$ cat config.mk
export PLATFORM = sky130hd
export DESIGN_NAME = if_stage
export DESIGN_NICKNAME = d
export VERILOG_FILES = /design/src/rtl/if_stage.sv
export SDC_FILE = /design/constraint.sdc
export NUM_CORES = 1
export LEC_CHECK = 0
export CAP_MARGIN = 20
export CORE_ASPECT_RATIO = 0.6
export CORE_UTILIZATION = 40
export CTS_BUF_LIST = sky130_fd_sc_hd__clkbuf_8
export CTS_CLUSTER_DIAMETER = 30
export DETAILED_ROUTE_END_ITERATION = 7
export GPL_TIMING_DRIVEN = 0
export PLACE_DENSITY = 0.87
export SKIP_LAST_GASP = 1
export SLEW_MARGIN = 20
export SYNTH_ARGS = -nofsm -noshare
export SYNTH_HDL_FRONTEND = slang
export SYNTH_SLANG_ARGS = --single-unit
$ cat constraint.sdc
create_clock -name clk -period 1.8 [get_ports clk]
set_input_delay 0.36 -clock clk [delete_from_list [all_inputs] [get_ports clk]]
set_output_delay 0.36 -clock clk [all_outputs]
set_load 0.01 [all_outputs]
$ cat src/rtl/if_stage.sv
// if_stage: instruction-fetch stage with PC register, IF/ID pipeline register and fetch counter
//   clk, rst            : clock, synchronous active-high reset
//   stall               : hold PC and IF/ID
//   redirect            : load redirect_pc (word-aligned) and squash IF/ID; beats stall
//   redirect_pc         : redirect target byte address
//   imem_rdata          : instruction word from the combinational ROM at imem_addr
//   imem_addr, pc       : current fetch address (register output)
//   if_id_instr/pc4     : latched instruction and its PC+4 (zero when squashed)
//   if_id_valid         : IF/ID holds a real instruction
//   fetch_count         : instructions accepted into IF/ID, wraps
module if_stage #(
  parameter logic [31:0] RESET_PC = 32'h0000_0000,
  parameter int CNT_W = 16
) (
  input  logic             clk,
  input  logic             rst,
  input  logic             stall,
  input  logic             redirect,
  input  logic [31:0]      redirect_pc,
  input  logic [31:0]      imem_rdata,
  output logic [31:0]      imem_addr,
  output logic [31:0]      pc,
  output logic [31:0]      if_id_instr,
  output logic [31:0]      if_id_pc4,
  output logic             if_id_valid,
  output logic [CNT_W-1:0] fetch_count
);
  logic [31:0] pc_q, pc_d, instr_q, instr_d, pc4_q, pc4_d, pc_plus4;
  logic valid_q, valid_d;
  logic [CNT_W-1:0] cnt_q, cnt_d;
  assign pc_plus4 = pc_q + 32'd4;
  always_comb begin
    pc_d    = redirect ? {redirect_pc[31:2], 2'b00} : stall ? pc_q : pc_plus4;
    instr_d = redirect ? 32'h0 : stall ? instr_q : imem_rdata;
    pc4_d   = redirect ? 32'h0 : stall ? pc4_q : pc_plus4;
    valid_d = redirect ? 1'b0 : stall ? valid_q : 1'b1;
    cnt_d   = (redirect || stall) ? cnt_q : cnt_q + CNT_W'(1);
  end
  always_ff @(posedge clk) begin
    if (rst) begin
      pc_q    <= RESET_PC;
      instr_q <= 32'h0;
      pc4_q   <= 32'h0;
      valid_q <= 1'b0;
      cnt_q   <= '0;
    end else begin
      pc_q    <= pc_d;
      instr_q <= instr_d;
      pc4_q   <= pc4_d;
      valid_q <= valid_d;
      cnt_q   <= cnt_d;
    end
  end
  assign pc          = pc_q;
  assign imem_addr   = pc_q;
  assign if_id_instr = instr_q;
  assign if_id_pc4   = pc4_q;
  assign if_id_valid = valid_q;
  assign fetch_count = cnt_q;
endmodule
# == Word level (Yosys, flattened, before mapping) ==
# Cells that the tools add are included.
# word_totals
in_bits,68
register_bits,113
out_inout_bits,145
word_cells,13
# op_classes
n_mux,2
n_eq_ne,1
n_reduce_logical,2
n_addsub,2
# ops
cell,count
$mux W32,2
$add A32 B3 Y32 const B,1
$add A16 B1 Y16 const B,1
$ne A2 B1 Y1 const B,1
$reduce_or A2 Y1,1
$logic_or A1 B1 Y1,1

# == Depth between registers and ports, before layout ==
# logic_depth
word_depth,3
depth_mapped,7
ltp_nobuf,5

# == Worst setup path before layout ==
# OpenSTA, ideal clock, no wires.
# synth_path
path_type,flip-flop to flip-flop
start,register pc_q[10] (netlist: imem_addr[10])
end,register pc_q[31] (netlist: imem_addr[31])
setup_ns,0.091
period_less_slack_ns,2.031
required_ns,1.709
stages_incl_launch_ff,6
t_arrival_ns,1.940
path_buffers,1
setup_slack_ns,-0.231
path_cell_list,dfxtp_1 -> buf_6 -> nand2_1 -> or4_4 -> or4_1 -> a311oi_1
# synth_via
elab_chain_len,3
# synth_lines
item,line,text
"start, declared",28,"logic [31:0] pc_q, pc_d, instr_q, instr_d, pc4_q, pc4_d, pc_plus4;"
"start signal, assigned",47,pc_q <= pc_d;
$add A32 B3 Y32,31,assign pc_plus4 = pc_q + 32'd4;
$mux W32 (2 in series),33,"pc_d = redirect ? {redirect_pc[31:2], 2'b00} : stall ? pc_q : pc_plus4;"
# Every way passes these cells. The select of a mux whose other input is x is not followed.
# A chain may end at the register's enable or synchronous reset.

# == Worst setup path after layout ==
# layout_path
start,register pc_q[14] (netlist: imem_addr[14])
end,register pc_q[23] (netlist: imem_addr[23])
# Same word-level chain as after synthesis.

==> results.tsv <==
stage	metric	value	unit
min_path	hold_class	reg -> reg	
power_and_ir_drop	vdd.ir_drop.worst	0.4200	mV
cells_and_area	drive_above_1_share	27.61	%
cells_and_area	synthToLayoutAreaGrowth	68.55	%
clock_network	cts_tree	built	
sta	slew_headroom	55.73	%
synthesis	synth_area_leaders	dfxtp_1 (39%), mux2i_1 (5.8%), nor2_1 (5.4%), buf_4 (5.0%), o21ai_0 (3.2%)	
synthesis	syn_area	5549	µm²
synthesis	synth_top_family_by_area	simple AND/OR/NAND/NOR gates	
route	wl_per_cell	20.41	µm
critical_path	r2r_start	imem_addr[14]	
sta	report.final.setup_viol	29	
synthesis	netlist_instances	649	
synthesis	synth.most_common_cell	dfxtp_1	
synthesis	synth_xor_area_share	4.577	%
critical_path	worst_setup_path_start_kind	flip-flop	
flow_run	cap_violations	0	
synthesis	ys_seq_area_share	39.32	%
sta	skew	0.01740	ns
route	vias	6673	
synthesis	async_flop_share	0	%
synthesis	synthMuxAreaShare	6.178	%
sta	tns	-1.620	ns
placed_design	pre_cts_ws	-1.082	ns
min_path	worstHoldEndpoint	if_id_pc4[3]	
synthesis	synth_top_area_share	39.32	%
sta	timing.final.crit_share	109.7	%
placed_design	gp_congestion	0.9752	
cells_and_area	antenna_cells	0	
synthesis	synth_fa_ha_area_share	0.4510	%
synthesis	synth_common_cells	dfxtp_1 (109), nor2_1 (80), buf_4 (37)	
route	detail_route.iter0.violations	690	
sta	setup_ws	-0.1746	ns
min_path	hp-start	if_id_pc4[3]	
placed_design	dp.cells	1027	
cells_and_area	nNetsFinal	1032	
synthesis	synth_area_per_cell	8.550	µm²
global_routing	met2_usage	46.82	%
global_routing	grt_pass1_wl	32.88	mm
critical_path	critPathCaptureType	flip-flop	
power_and_ir_drop	power.density	585.6	nW/µm²
sta	tightest_slew	0.6640	ns
critical_path	reg2reg_depth	6	
clock_network	clkTransAtPathRegs	0.13	ns
floorplan	ios	213	
status	status	complete, but fails checks	
clock_network	clock_latency	0.41	ns
status	violations	negative setup slack	
clock_network	clockBufferDepth	2	
cells_and_area	finalNonFillerCells	1137	
global_routing	grt_max_degree	23	
global_routing	use_met1	38.07	%
placed_design	portBuffers	203	
route	final_antenna_net_count	0	
global_routing	grt_util_met3	10.66	%
global_routing	grt_util_all_layers	29.71	%
critical_path	cp.arrival	2.32	ns
global_routing	grt.busiest_layer	met2	
floorplan	num_rows	32	
synthesis	synth_simple_gate_area_share	24.17	%
placed_design	dp_hpwl	14.96	mm
critical_path	cp_data_required_time	2.14	ns
sta	fmax	0.5064	GHz
global_routing	grt_overflow	0	
critical_path	crit_type	reg -> reg	
clock_network	cts.sinks	109	
synthesis	yosysTopAreaCell	dfxtp_1	
sta	final.min_clock_period	1.975	ns
critical_path	ff2ff_setup_slack	-0.17	ns
clock_network	numCtsBuffers	9	
sta	hold_viol	0	
clock_network	cts_max_level	3	
min_path	min_path_cells	2	
global_routing	grt_pass1_vias	6075	
global_routing	antenna_found_initial	0	
floorplan	dieArea	14360	µm²
critical_path	path_max_fanout	5	
power_and_ir_drop	cellLeakagePower	3.952	nW
synthesis	ys_warn_count	0	
route	drc_errors	0	
synthesis	synthFlopType	dfxtp_1	
floorplan	die_w	154.1	µm
synthesis	synth_seq_cells	109	
route	viasPerCell	5.869	
synthesis	synth_compound_area_share	14.75	%
synthesis	synth_enable_flop_cells	0	
clock_network	root_buffer	clkbuf_8	
route	wl	23.21	mm
critical_path	r2r-end	imem_addr[23]	
floorplan	initial_core_util	42.13	%
sta	maxSlewViolCount	0	
synthesis	yosysUniqueCellTypes	51	
floorplan	die_y	93.24	µm
clock_network	cts.hold.buffers_added	0	
route	drt_first_pass_iters	7	
floorplan	core	13170	µm²
sta	rsz0062_at_grt	yes	
## through the flow
stage          cell area (µm²)  utilization, %  hold slack, ns  total power [mW]
2_1_floorplan             5662               -          0.4856             3.165
3_3_place_gp              7906           60.02          0.4496             3.731
3_5_place_dp              7906           60.02          0.4630             3.745
4_1_cts                   8865           67.30          0.4831             5.385
5_1_grt                   9353           71.00          0.5071             5.659
6_report                  9353           71.00          0.4849             5.477
## worst max-delay path: stages (launching register included)
cell     delay (ns)
dfxtp_2        0.36
buf_6          0.10
nand4_1        0.18
buf_4          0.20
or4_4          0.48
or4_1          0.50
nand3_1        0.10
## cell usage in the layout (no fill, tap or decap), types with 4 or more instances in the layout
cell	instances
clkdlybuf4s50_1	167
buf_4	127
nor2_1	76
dfxtp_1	73
o21ai_0	36
mux2i_1	32
nand2_1	31
a21oi_1	22
dfxtp_4	22
nand3_1	21
dlymetal6s2s_1	21
nand4_1	16
a311oi_1	16
dlygate4sd2_1	16
clkbuf_1	15
clkbuf_8	15
xor2_1	15
buf_6	14
xnor2_1	14
dfxtp_2	14
a211oi_1	13
nor3_1	13
inv_1	12
or3_1	10
or4_1	10
o31ai_1	9
clkbuf_2	8
and4_1	8
nor2b_1	7
or4_4	7
and3_1	6
a31oi_1	6
conb_1	6
nor4_4	5
nand3_4	4
nor4_1	4
a2111oi_2	4
## cell type report
cell class                 count  area, µm²
buffer                        84      634.4
clock buffer                   9      123.9
clock inverter                 7      87.58
sequential                   109       2282
multi-input combinational    448       3161
fill                         920       3820
inverter                      12      45.04
tap                          170      212.7
timing repair buffer         298       2806
## flip-flops by register name, indices dropped and copies added, names as in the netlist
name / count
fetch_count: 16
if_id_valid: 1
if_id_instr: 32
imem_addr: 30
if_id_pc4: 30
## power by group
group,total [mW],switching (mW),leakage (nW),internal [mW]
registers,2.61,0.105,0.911,2.50
clock network,1.60,1.03,0.107,0.566
logic,1.27,0.584,2.93,0.689
total,5.48,1.72,3.95,3.76
## worst max-delay path by stage
| stage | cells past startpoint | slack, ns | endpoint | from |
|---|---|---|---|---|
| after detailed placement | 6 | -1.08 | if_id_instr[18] | stall |
| final | 6 | -0.17 | imem_addr[23] | imem_addr[14] |
| after CTS | 5 | -0.19 | imem_addr[31] | imem_addr[22] |
| after floorplan | 5 | -0.08 | imem_addr[31] | imem_addr[10] |
| after global placement | 6 | -1.11 | if_id_instr[0] | stall |
| after global routing | 5 | -0.22 | imem_addr[31] | imem_addr[22] |
## layer usage
metal / vias up / routed length [µm]
li1: 2954 / -
met1: 3141 / 8968
met2: 494 / 10290
met3: 84 / 3278
met4: 0 / 677
met5: - / 0
## kinds of logic after synthesis
kind of cell / count (synthesis)
AND/OR/NAND/NOR: 253
multiplexers: 34
other: 1
AO/OA/AOI/OAI: 124
adder cells (fa/ha/maj): 2
XOR/XNOR: 29
buffers and inverters: 97
flip-flops: 109
## repair_timing
action,4_1_cts,5_1_grt
setup endpoints to repair,139,72
resized for setup,102,79
endpoints found under the hold margin,0,0
buffers inserted,64,32
pin swaps,27,35
gates cloned,1,0
No activity file was read; power rests on OpenSTA's default activity.
